==> src/rtl/pulse_decoder_4_16_if.sv <==
`default_nettype none
// ============================================================================
//  Module   : pulse_decoder_4_16_if
//  Purpose  : Handshake and output bundle for the pulse_decoder_4_16 block.
//  Revision : 1.0  initial release
// ============================================================================
interface pulse_decoder_4_16_if #(
    parameter int IN_W = 4
);
    localparam int OUT_W = 2 ** IN_W;

    logic             enable;
    logic             in_valid;
    logic             in_ready;
    logic [IN_W-1:0]  in;
    logic [OUT_W-1:0] out;
    logic             out_valid;
    logic             overrun;

    modport master (
        output enable,
        output in_valid,
        output in,
        input  in_ready,
        input  out,
        input  out_valid,
        input  overrun
    );

    modport slave (
        input  enable,
        input  in_valid,
        input  in,
        output in_ready,
        output out,
        output out_valid,
        output overrun
    );
endinterface
`default_nettype wire

==> src/rtl/pulse_decoder_4_16.sv <==
`default_nettype none
// ============================================================================
//  Module   : pulse_decoder_4_16
//  Purpose  : Registered binary-to-one-hot decoder that holds each decoded
//             line for HOLD_CYCLES clocks. Optional sticky overrun flag is
//             built when PULSE_DECODER_OVERRUN_EN is defined.
//  Revision : 1.0  initial release
// ============================================================================
module pulse_decoder_4_16 #(
    parameter int IN_W        = 4,
    parameter int HOLD_CYCLES = 3
) (
    input  wire                   clk,
    input  wire                   rst_n,
    pulse_decoder_4_16_if.slave   bus
);
    localparam int OUT_W = 2 ** IN_W;
    localparam int CNT_W = $clog2(HOLD_CYCLES + 1);
    localparam logic [CNT_W-1:0] CNT_LAST = CNT_W'(HOLD_CYCLES - 1);

    typedef enum logic [0:0] {
        IDLE = 1'b0,
        HOLD = 1'b1
    } state_t;

    state_t           state_q;
    logic [CNT_W-1:0] cnt_q;
    logic [OUT_W-1:0] out_q;
    logic             out_valid_q;
    logic [OUT_W-1:0] decode_d;
    logic             last_d;
    logic             ready_d;
    logic             accept_d;

    // Code k maps to line k-1; code 0 and any unknown code leave all lines low.
    always_comb begin
        decode_d = '0;
        for (int k = 1; k < OUT_W; k++) begin
            if (bus.in == IN_W'(k)) begin
                decode_d[k-1] = 1'b1;
            end
        end
    end

    assign last_d   = (state_q == HOLD) && (cnt_q == CNT_LAST);
    assign ready_d  = bus.enable && ((state_q == IDLE) || last_d);
    assign accept_d = bus.in_valid && ready_d;

    always_ff @(posedge clk or negedge rst_n) begin
        if (!rst_n) begin
            state_q     <= IDLE;
            cnt_q       <= '0;
            out_q       <= '0;
            out_valid_q <= 1'b0;
        end else if (!bus.enable) begin
            state_q     <= IDLE;
            cnt_q       <= '0;
            out_q       <= '0;
            out_valid_q <= 1'b0;
        end else if (accept_d) begin
            state_q     <= HOLD;
            cnt_q       <= '0;
            out_q       <= decode_d;
            out_valid_q <= 1'b1;
        end else if (state_q == HOLD) begin
            if (last_d) begin
                state_q     <= IDLE;
                cnt_q       <= '0;
                out_q       <= '0;
                out_valid_q <= 1'b0;
            end else begin
                cnt_q <= cnt_q + CNT_W'(1);
            end
        end
    end

    assign bus.in_ready  = ready_d;
    assign bus.out       = out_q;
    assign bus.out_valid = out_valid_q;

`ifdef PULSE_DECODER_OVERRUN_EN
    logic overrun_q;

    always_ff @(posedge clk or negedge rst_n) begin
        if (!rst_n) begin
            overrun_q <= 1'b0;
        end else if (bus.in_valid && bus.enable && !ready_d) begin
            overrun_q <= 1'b1;
        end
    end

    assign bus.overrun = overrun_q;
`else
    assign bus.overrun = 1'b0;
`endif

endmodule
`default_nettype wire

==> src/flat_wrapper.sv <==
// flat-port wrapper written by rule: the top's interface ports become plain ports
module pulse_decoder_4_16_flat 
#(
    parameter int IN_W        = 4,
    parameter int HOLD_CYCLES = 3
)
  (clk, rst_n, bus_enable, bus_in_valid, bus_in, bus_in_ready, bus_out, bus_out_valid, bus_overrun);
  pulse_decoder_4_16_if #(.IN_W(IN_W)) bus_i ();
  input  wire clk;
  input  wire rst_n;
  input wire logic [$bits(bus_i.enable)-1:0] bus_enable;
  input wire logic [$bits(bus_i.in_valid)-1:0] bus_in_valid;
  input wire logic [$bits(bus_i.in)-1:0] bus_in;
  output wire logic [$bits(bus_i.in_ready)-1:0] bus_in_ready;
  output wire logic [$bits(bus_i.out)-1:0] bus_out;
  output wire logic [$bits(bus_i.out_valid)-1:0] bus_out_valid;
  output wire logic [$bits(bus_i.overrun)-1:0] bus_overrun;
  assign bus_i.enable = bus_enable;
  assign bus_i.in_valid = bus_in_valid;
  assign bus_i.in = bus_in;
  assign bus_in_ready = bus_i.in_ready;
  assign bus_out = bus_i.out;
  assign bus_out_valid = bus_i.out_valid;
  assign bus_overrun = bus_i.overrun;
  pulse_decoder_4_16 #(.IN_W(IN_W), .HOLD_CYCLES(HOLD_CYCLES)) u_core (.clk(clk), .rst_n(rst_n), .bus(bus_i));
endmodule
==> config.mk <==
export PLATFORM = sky130hd
export DESIGN_NAME = pulse_decoder_4_16_flat
export DESIGN_NICKNAME = d
export VERILOG_FILES = /design/src/rtl/pulse_decoder_4_16_if.sv /design/src/rtl/pulse_decoder_4_16.sv /design/src/flat_wrapper.sv
export SDC_FILE = /design/constraint.sdc
export NUM_CORES = 1
export LEC_CHECK = 0
export CORE_UTILIZATION = 41
export CTS_CLUSTER_SIZE = 28
export DETAILED_ROUTE_END_ITERATION = 8
export PLACE_DENSITY = 0.86
export SKIP_LAST_GASP = 1
export SYNTH_ARGS = -nofsm -noshare
export SYNTH_HDL_FRONTEND = slang
export SYNTH_SLANG_ARGS = --single-unit
==> constraint.sdc <==
create_clock -name clk -period 1.33 [get_ports clk]
set_clock_uncertainty 0.15 [all_clocks]
set_input_delay 0.266 -clock clk [delete_from_list [all_inputs] [get_ports clk]]
set_output_delay 0.266 -clock clk [all_outputs]
set_load 0.02 [all_outputs]
== After elaboration in Yosys (flattened, before gate mapping) ==
Index checks and enable logic that the tools add are counted.
Operators by class
  multiplexer cells: 31
  reduce and logical (&&, ||, !) cells: 5
  $lt $le $gt $ge: 0
  multipliers: 0
  eq/ne operators: 18
  divide/modulo/power cells: 0
  $add $sub $neg: 1
  bitwise operators: 1
  shift operators: 0
Operators with widths (count)
  $mux 16: 4
  $eq 4x4->1 const B: 8
  $mux 1: 23
  $eq 4x3->1 const B: 4
  $eq 4x2->1 const B: 2
  $mux 2: 4
  $ne 3x1->1 const B: 2
  $eq 4x1->1 const B: 1
  $logic_and 1x1->1: 3
  $add 2x1->2 const B: 1
  $eq 2x2->1 const B: 1
  $reduce_and 2->1: 1
  $logic_or 1x1->1: 1
  $not 1->1: 1
Word-level totals
  ROM bits: 0
  register bits after elaboration: 20
  word-level logic and storage cells: 60
  memories: 0
  latch bits: 0
  output and inout port bits: 19
  bits in writable memories: 0
  input port bits: 8

== Logic depth before layout (Yosys ltp) ==
Gate-level depths: netlist (run 1).
  word-level depth: 7
  gate-level depth with buffers: 5
  gate-level depth less buffers: 3

== Least setup slack after synthesis (run 1) ==
No wires, ideal clock.
  kind: reg2reg
  start: register u_core.cnt_q[0]
  end: register u_core.out_valid_q, in the netlist u_core.bus.out_valid
  cell stages (with the launch flop): 4
  path buffers: 0
  arrival: 1.421 ns
  path slack: -0.308 ns
  period minus slack after synthesis: 1.638 ns
  required time: 1.113 ns
  cells stage by stage: dfrtp_1 nand2b_4 a21boi_0 a22o_1
Between the ends
  cells in the longest elaborated chain, start to end: 7
Ends and longest elaborated chain
  start, declared: RTL line pulse_decoder_4_16.sv:27  | logic [CNT_W-1:0] cnt_q;
  start signal, assigned: RTL line pulse_decoder_4_16.sv:72  | cnt_q <= cnt_q + CNT_W'(1);
  $eq 2x2->1 *: RTL line pulse_decoder_4_16.sv:45  | assign last_d = (state_q == HOLD) && (cnt_q == CNT_LAST);
  $logic_and 1x1->1 *: RTL line pulse_decoder_4_16.sv:45
  $logic_or 1x1->1 *: RTL line pulse_decoder_4_16.sv:46  | assign ready_d = bus.enable && ((state_q == IDLE) || last_d);
  $logic_and 1x1->1 *: RTL line pulse_decoder_4_16.sv:46
  net bus_in_ready: RTL line flat_wrapper.sv:14  | output wire logic [$bits(bus_i.in_ready)-1:0] bus_in_ready;
  $logic_and 1x1->1 *: RTL line pulse_decoder_4_16.sv:47  | assign accept_d = bus.in_valid && ready_d;
  $ne 3x1->1 (no source line) or $mux 1 (tied branches)
  $reduce_and 2->1 (no source line) or $mux 1 (tied branches)
  end signal, assigned: RTL line pulse_decoder_4_16.sv:54  | out_valid_q <= 1'b0;
  end signal, assigned: RTL line pulse_decoder_4_16.sv:59  | out_valid_q <= 1'b0;
  end signal, assigned: RTL line pulse_decoder_4_16.sv:64  | out_valid_q <= 1'b1;
  end, declared: RTL line pulse_decoder_4_16.sv:29  | logic out_valid_q;
The timed path passes the listed nets; every way through them passes the cells marked *.
A chain may end at the register's enable or synchronous reset.

== Worst setup path after layout (run 1) ==
  start: input port bus_enable
  end: register u_core.out_q[14], in the netlist u_core.bus.out[14]
Between the ends
  cells in the longest elaborated chain, start to end: 4
Ends and longest elaborated chain
  start, declared: RTL line flat_wrapper.sv:11  | input wire logic [$bits(bus_i.enable)-1:0] bus_enable;
  $logic_and 1x1->1: RTL line pulse_decoder_4_16.sv:46
  $logic_and 1x1->1: RTL line pulse_decoder_4_16.sv:47
  $ne 3x1->1 (no source line) or $mux 16 (tied branches)
  $reduce_and 2->1 (no source line) or $mux 16 (tied branches)
  end signal, assigned: RTL line pulse_decoder_4_16.sv:63  | out_q <= decode_d;
  end, declared: RTL line pulse_decoder_4_16.sv:28  | logic [OUT_W-1:0] out_q;
Several ways; a longest one is shown, not always the timed one.

==> results of run 1 <==
==> cells by family after synthesis <==
family / Yosys count
AO/OA/AOI/OAI: 25
buffers and inverters: 7
flip-flops: 19
other: 1
AND/OR/NAND/NOR: 12
==> worst max-delay path: stages <==
cell and delay, ns:
clkdlybuf4s50_1 0.51, buf_6 0.13, nand2_4 0.08, a2111oi_4 0.48, a32o_1 0.22
==> area by class of cell <==
| type | instances | share of cell area (%) |
|---|---|---|
| flip-flops and latches | 19 | 36.50 |
| multi-input cells | 40 | 33.43 |
| repair buffers | 43 | 24.50 |
| well taps | 27 | 2.594 |
| clock buffers | 3 | 1.729 |
| inverters | 3 | 0.8646 |
| clock inverters | 1 | 0.3842 |
==> through the flow <==
step / TNS (ns) / area [µm²] / worst slack, ns / total power [µW] / hold WS (ns)
2_1_floorplan: -1.637 / 910.9 / -0.1392 / 712.8 / -0.1796
3_3_place_gp: -9.120 / 1260 / -0.6360 / 803.7 / 0.3363
3_5_place_dp: -9.554 / 1260 / -0.7027 / 810.1 / 0.3445
4_1_cts: -3.061 / 1260 / -0.2642 / 1118 / 0.1413
5_1_grt: -4.269 / 1303 / -0.3067 / 1180 / 0.1359
6_report: -3.499 / 1303 / -0.2762 / 1118 / 0.1391
==> final timing paths <==
path,from,endpoint,slack (ns),cells past startpoint
worst max register to register,u_core.cnt_q[0]$_DFFE_PN0P_,u_core.bus.out[14]$_DFFE_PN0P_,-0.25,4
worst max-delay path,bus_enable,u_core.bus.out[14]$_DFFE_PN0P_,-0.28,5
max in group asynchronous,rst_n,u_core.bus.out[12]$_DFFE_PN0P_,0.69,2
worst min register to register,u_core.bus.out[14]$_DFFE_PN0P_,u_core.bus.out[14]$_DFFE_PN0P_,0.36,1
min in group clk,u_core.bus.out[14]$_DFFE_PN0P_,u_core.bus.out[14]$_DFFE_PN0P_,0.36,1
worst min-delay path,rst_n,u_core.state_q$_DFF_PN0_,0.14,2
==> what timing repair did <==
action                                  4_1_cts  5_1_grt
buffers inserted                              2        2
resized for setup                            75        7
cloned                                        1        0
endpoints found under the setup margin       33       20
pin swaps                                     6        6
==> cell usage after synthesis, drive strengths merged <==
| master | number |
|---|---|
| a2111oi | 4 |
| inv | 3 |
| conb | 1 |
| a22oi | 1 |
| a21oi | 1 |
| nand3b | 1 |
| nand2b | 2 |
| dfrtp | 19 |
| nand2 | 2 |
| a32o | 4 |
| nor2 | 3 |
| nor2b | 4 |
| a21boi | 2 |
| buf | 4 |
| a22o | 12 |
| o211a | 1 |
==> report_power, final <==
| part | internal (µW) | leakage [µW] | switching [µW] |
|---|---|---|---|
| clock network | 112 | 0.0000177 | 178 |
| registers | 591 | 0.000261 | 9.08 |
| logic | 106 | 0.000351 | 122 |
==> state kept, by name, summed over array words and instances, names as in the netlist <==
name,cells
u_core.bus.out,15
u_core.cnt_q,2
u_core.bus.out_valid,1
u_core.state_q,1
==> per-layer routing <==
metal	vias up	routed length, µm	GRT usage (%)
li1	335	-	-
met1	368	904	25.81
met2	26	1051	31.94
met3	3	88	2.804
met4	0	21	5.882
met5	-	0	0
==> metrics.md, run 1 <==
| Metric | Value |
|---|---|
| Worst Path Arrival | `1.70 ns` |
| ANT nets after route | `0` |
| Compound-Gate Fraction of Synth Area | `33.10%` |
| Number of global-route vias before repair | `708` |
| Fraction of the mapped netlist area in simple logic gates | `8.690%` |
| Maxcap violations | `0` |
| Placed insts | `127` |
| Pwr Density | `858.0 nW/µm²` |
| Unique cell type count in the Yosys netlist | `19` |
| Commonest non-fill, non-tap cell in the layout | `dfrtp_1` |
| Root Buffer | `clkbuf_4` |
| Final hold violation count | `0` |
| Routability cong. | `0.6955` |
| Initial antenna violation count | `0` |
| Htree depth | `1` |
| Reg clk slew, reported paths | `0.10 ns` |
| Ant. Diodes | `0` |
| Register area | `475.5 µm²` |
| Drt via density | `5.382` |
| Final Non-Filler Cells | `136` |
| DR vias | `732` |
| CP max FO | `4` |
| Starting Density | `44.86%` |
| Yosys warnings | `0` |
| Worst setup slack after layout | `-0.2762 ns` |
| Setup violators final | `18` |
| Clk_lat worst skew | `0.30 ns` |
| CP endpoint kind | `register` |
| CTS tree | `yes` |
| Max-slew violations | `0` |
| Cells after synthesis | `64` |
| Synth Cell Area | `907.1 µm²` |
| Critical path type | `in -> reg` |
| Syn avg cell area | `14.17 µm²` |
| Top-area cell type share of the netlist area | `52.41%` |
| Final wirelength | `2065 µm` |
| Total CTS buffers | `3` |
| Most frequent cells in the layout | `dfrtp_1, buf_4, buf_2` |
| Core area | `2022 µm²` |
| WL/cell | `15.18 µm` |
| Pleak | `0.0006298 µW` |
| Vert. Die Dim | `49.04 µm` |
| Status | `complete, but fails checks` |
| Row count | `16` |
| Sequential element share of the synthesized area | `52.41%` |
| Initial drt markers | `14` |
| Fmax | `0.6226 GHz` |
| DR pass1 iterations | `4` |
| Top cells by area, synth | `dfrtp_1, a2111oi_4, a22o_1` |
| Mux cell area share after synthesis | `0%` |
| Pin count of the biggest net entering global routing | `20` |
| Util after Layout | `64.42%` |
| PortBufs | `24` |
| Multi-input gate area | `435.4 µm²` |
| RSZ-0062 raised after global routing | `true` |
| Die ar. | `2404 µm²` |
| HPWL after detailed placement | `1371 µm` |
| DRC | `0` |
| Clk sinks | `19` |
| Largest family of logic cells by synthesized area | `compound AO/OA/AOI/OAI gates` |
| Synthesis-stage register bit count | `19` |
| GRT Total Usage | `19.20%` |
| Top Ports | `27` |
| XOR/XNOR Fraction of Synth Area | `0%` |
| Post-Synth Adder-Cell Area | `0%` |
| Violated checks | `setup timing` |
| Gr ovfl total | `0` |
| First-pass GRT wire length | `3470 µm` |
| Worst vdd ir | `0.0005267 V` |
| Period Utilization, post-route | `120.8%` |
| Min cycle time layout | `1.606 ns` |
| Post-synth top area cell | `dfrtp_1` |
| Nets | `118` |
| CTS Buffer Depth | `2` |
| WP data required | `1.42 ns` |
| Area growth syn-to-layout | `43.59%` |
| CTS Hold Bufs | `0` |
| Proportion of layout cells with a drive suffix above 1 | `47.71%` |
| Startpoint Class | `input port` |
| Fillers | `167` |
| Die width | `49.04 µm` |
| HP Class | `in -> async` |
No activity file was read; power rests on OpenSTA's default activity.
==> run 2: changes to the inputs <==
--- a/config.mk
+++ b/config.mk
@@ -5,6 +5,7 @@
 export SDC_FILE = /design/constraint.sdc
 export NUM_CORES = 1
 export LEC_CHECK = 0
+export CAP_MARGIN = 20
 export CORE_UTILIZATION = 41
 export CTS_CLUSTER_SIZE = 28
 export DETAILED_ROUTE_END_ITERATION = 8
==> results of run 2 <==
Final layout, timing and power as in run 1 (identical DEF).
==> run 3: changes to the inputs <==
--- a/config.mk
+++ b/config.mk
@@ -5,7 +5,7 @@
 export SDC_FILE = /design/constraint.sdc
 export NUM_CORES = 1
 export LEC_CHECK = 0
-export CAP_MARGIN = 20
+export CAP_MARGIN = 0
 export CORE_UTILIZATION = 41
 export CTS_CLUSTER_SIZE = 28
 export DETAILED_ROUTE_END_ITERATION = 8
==> results of run 3 <==
Final layout, timing and power as in run 1 (identical DEF).
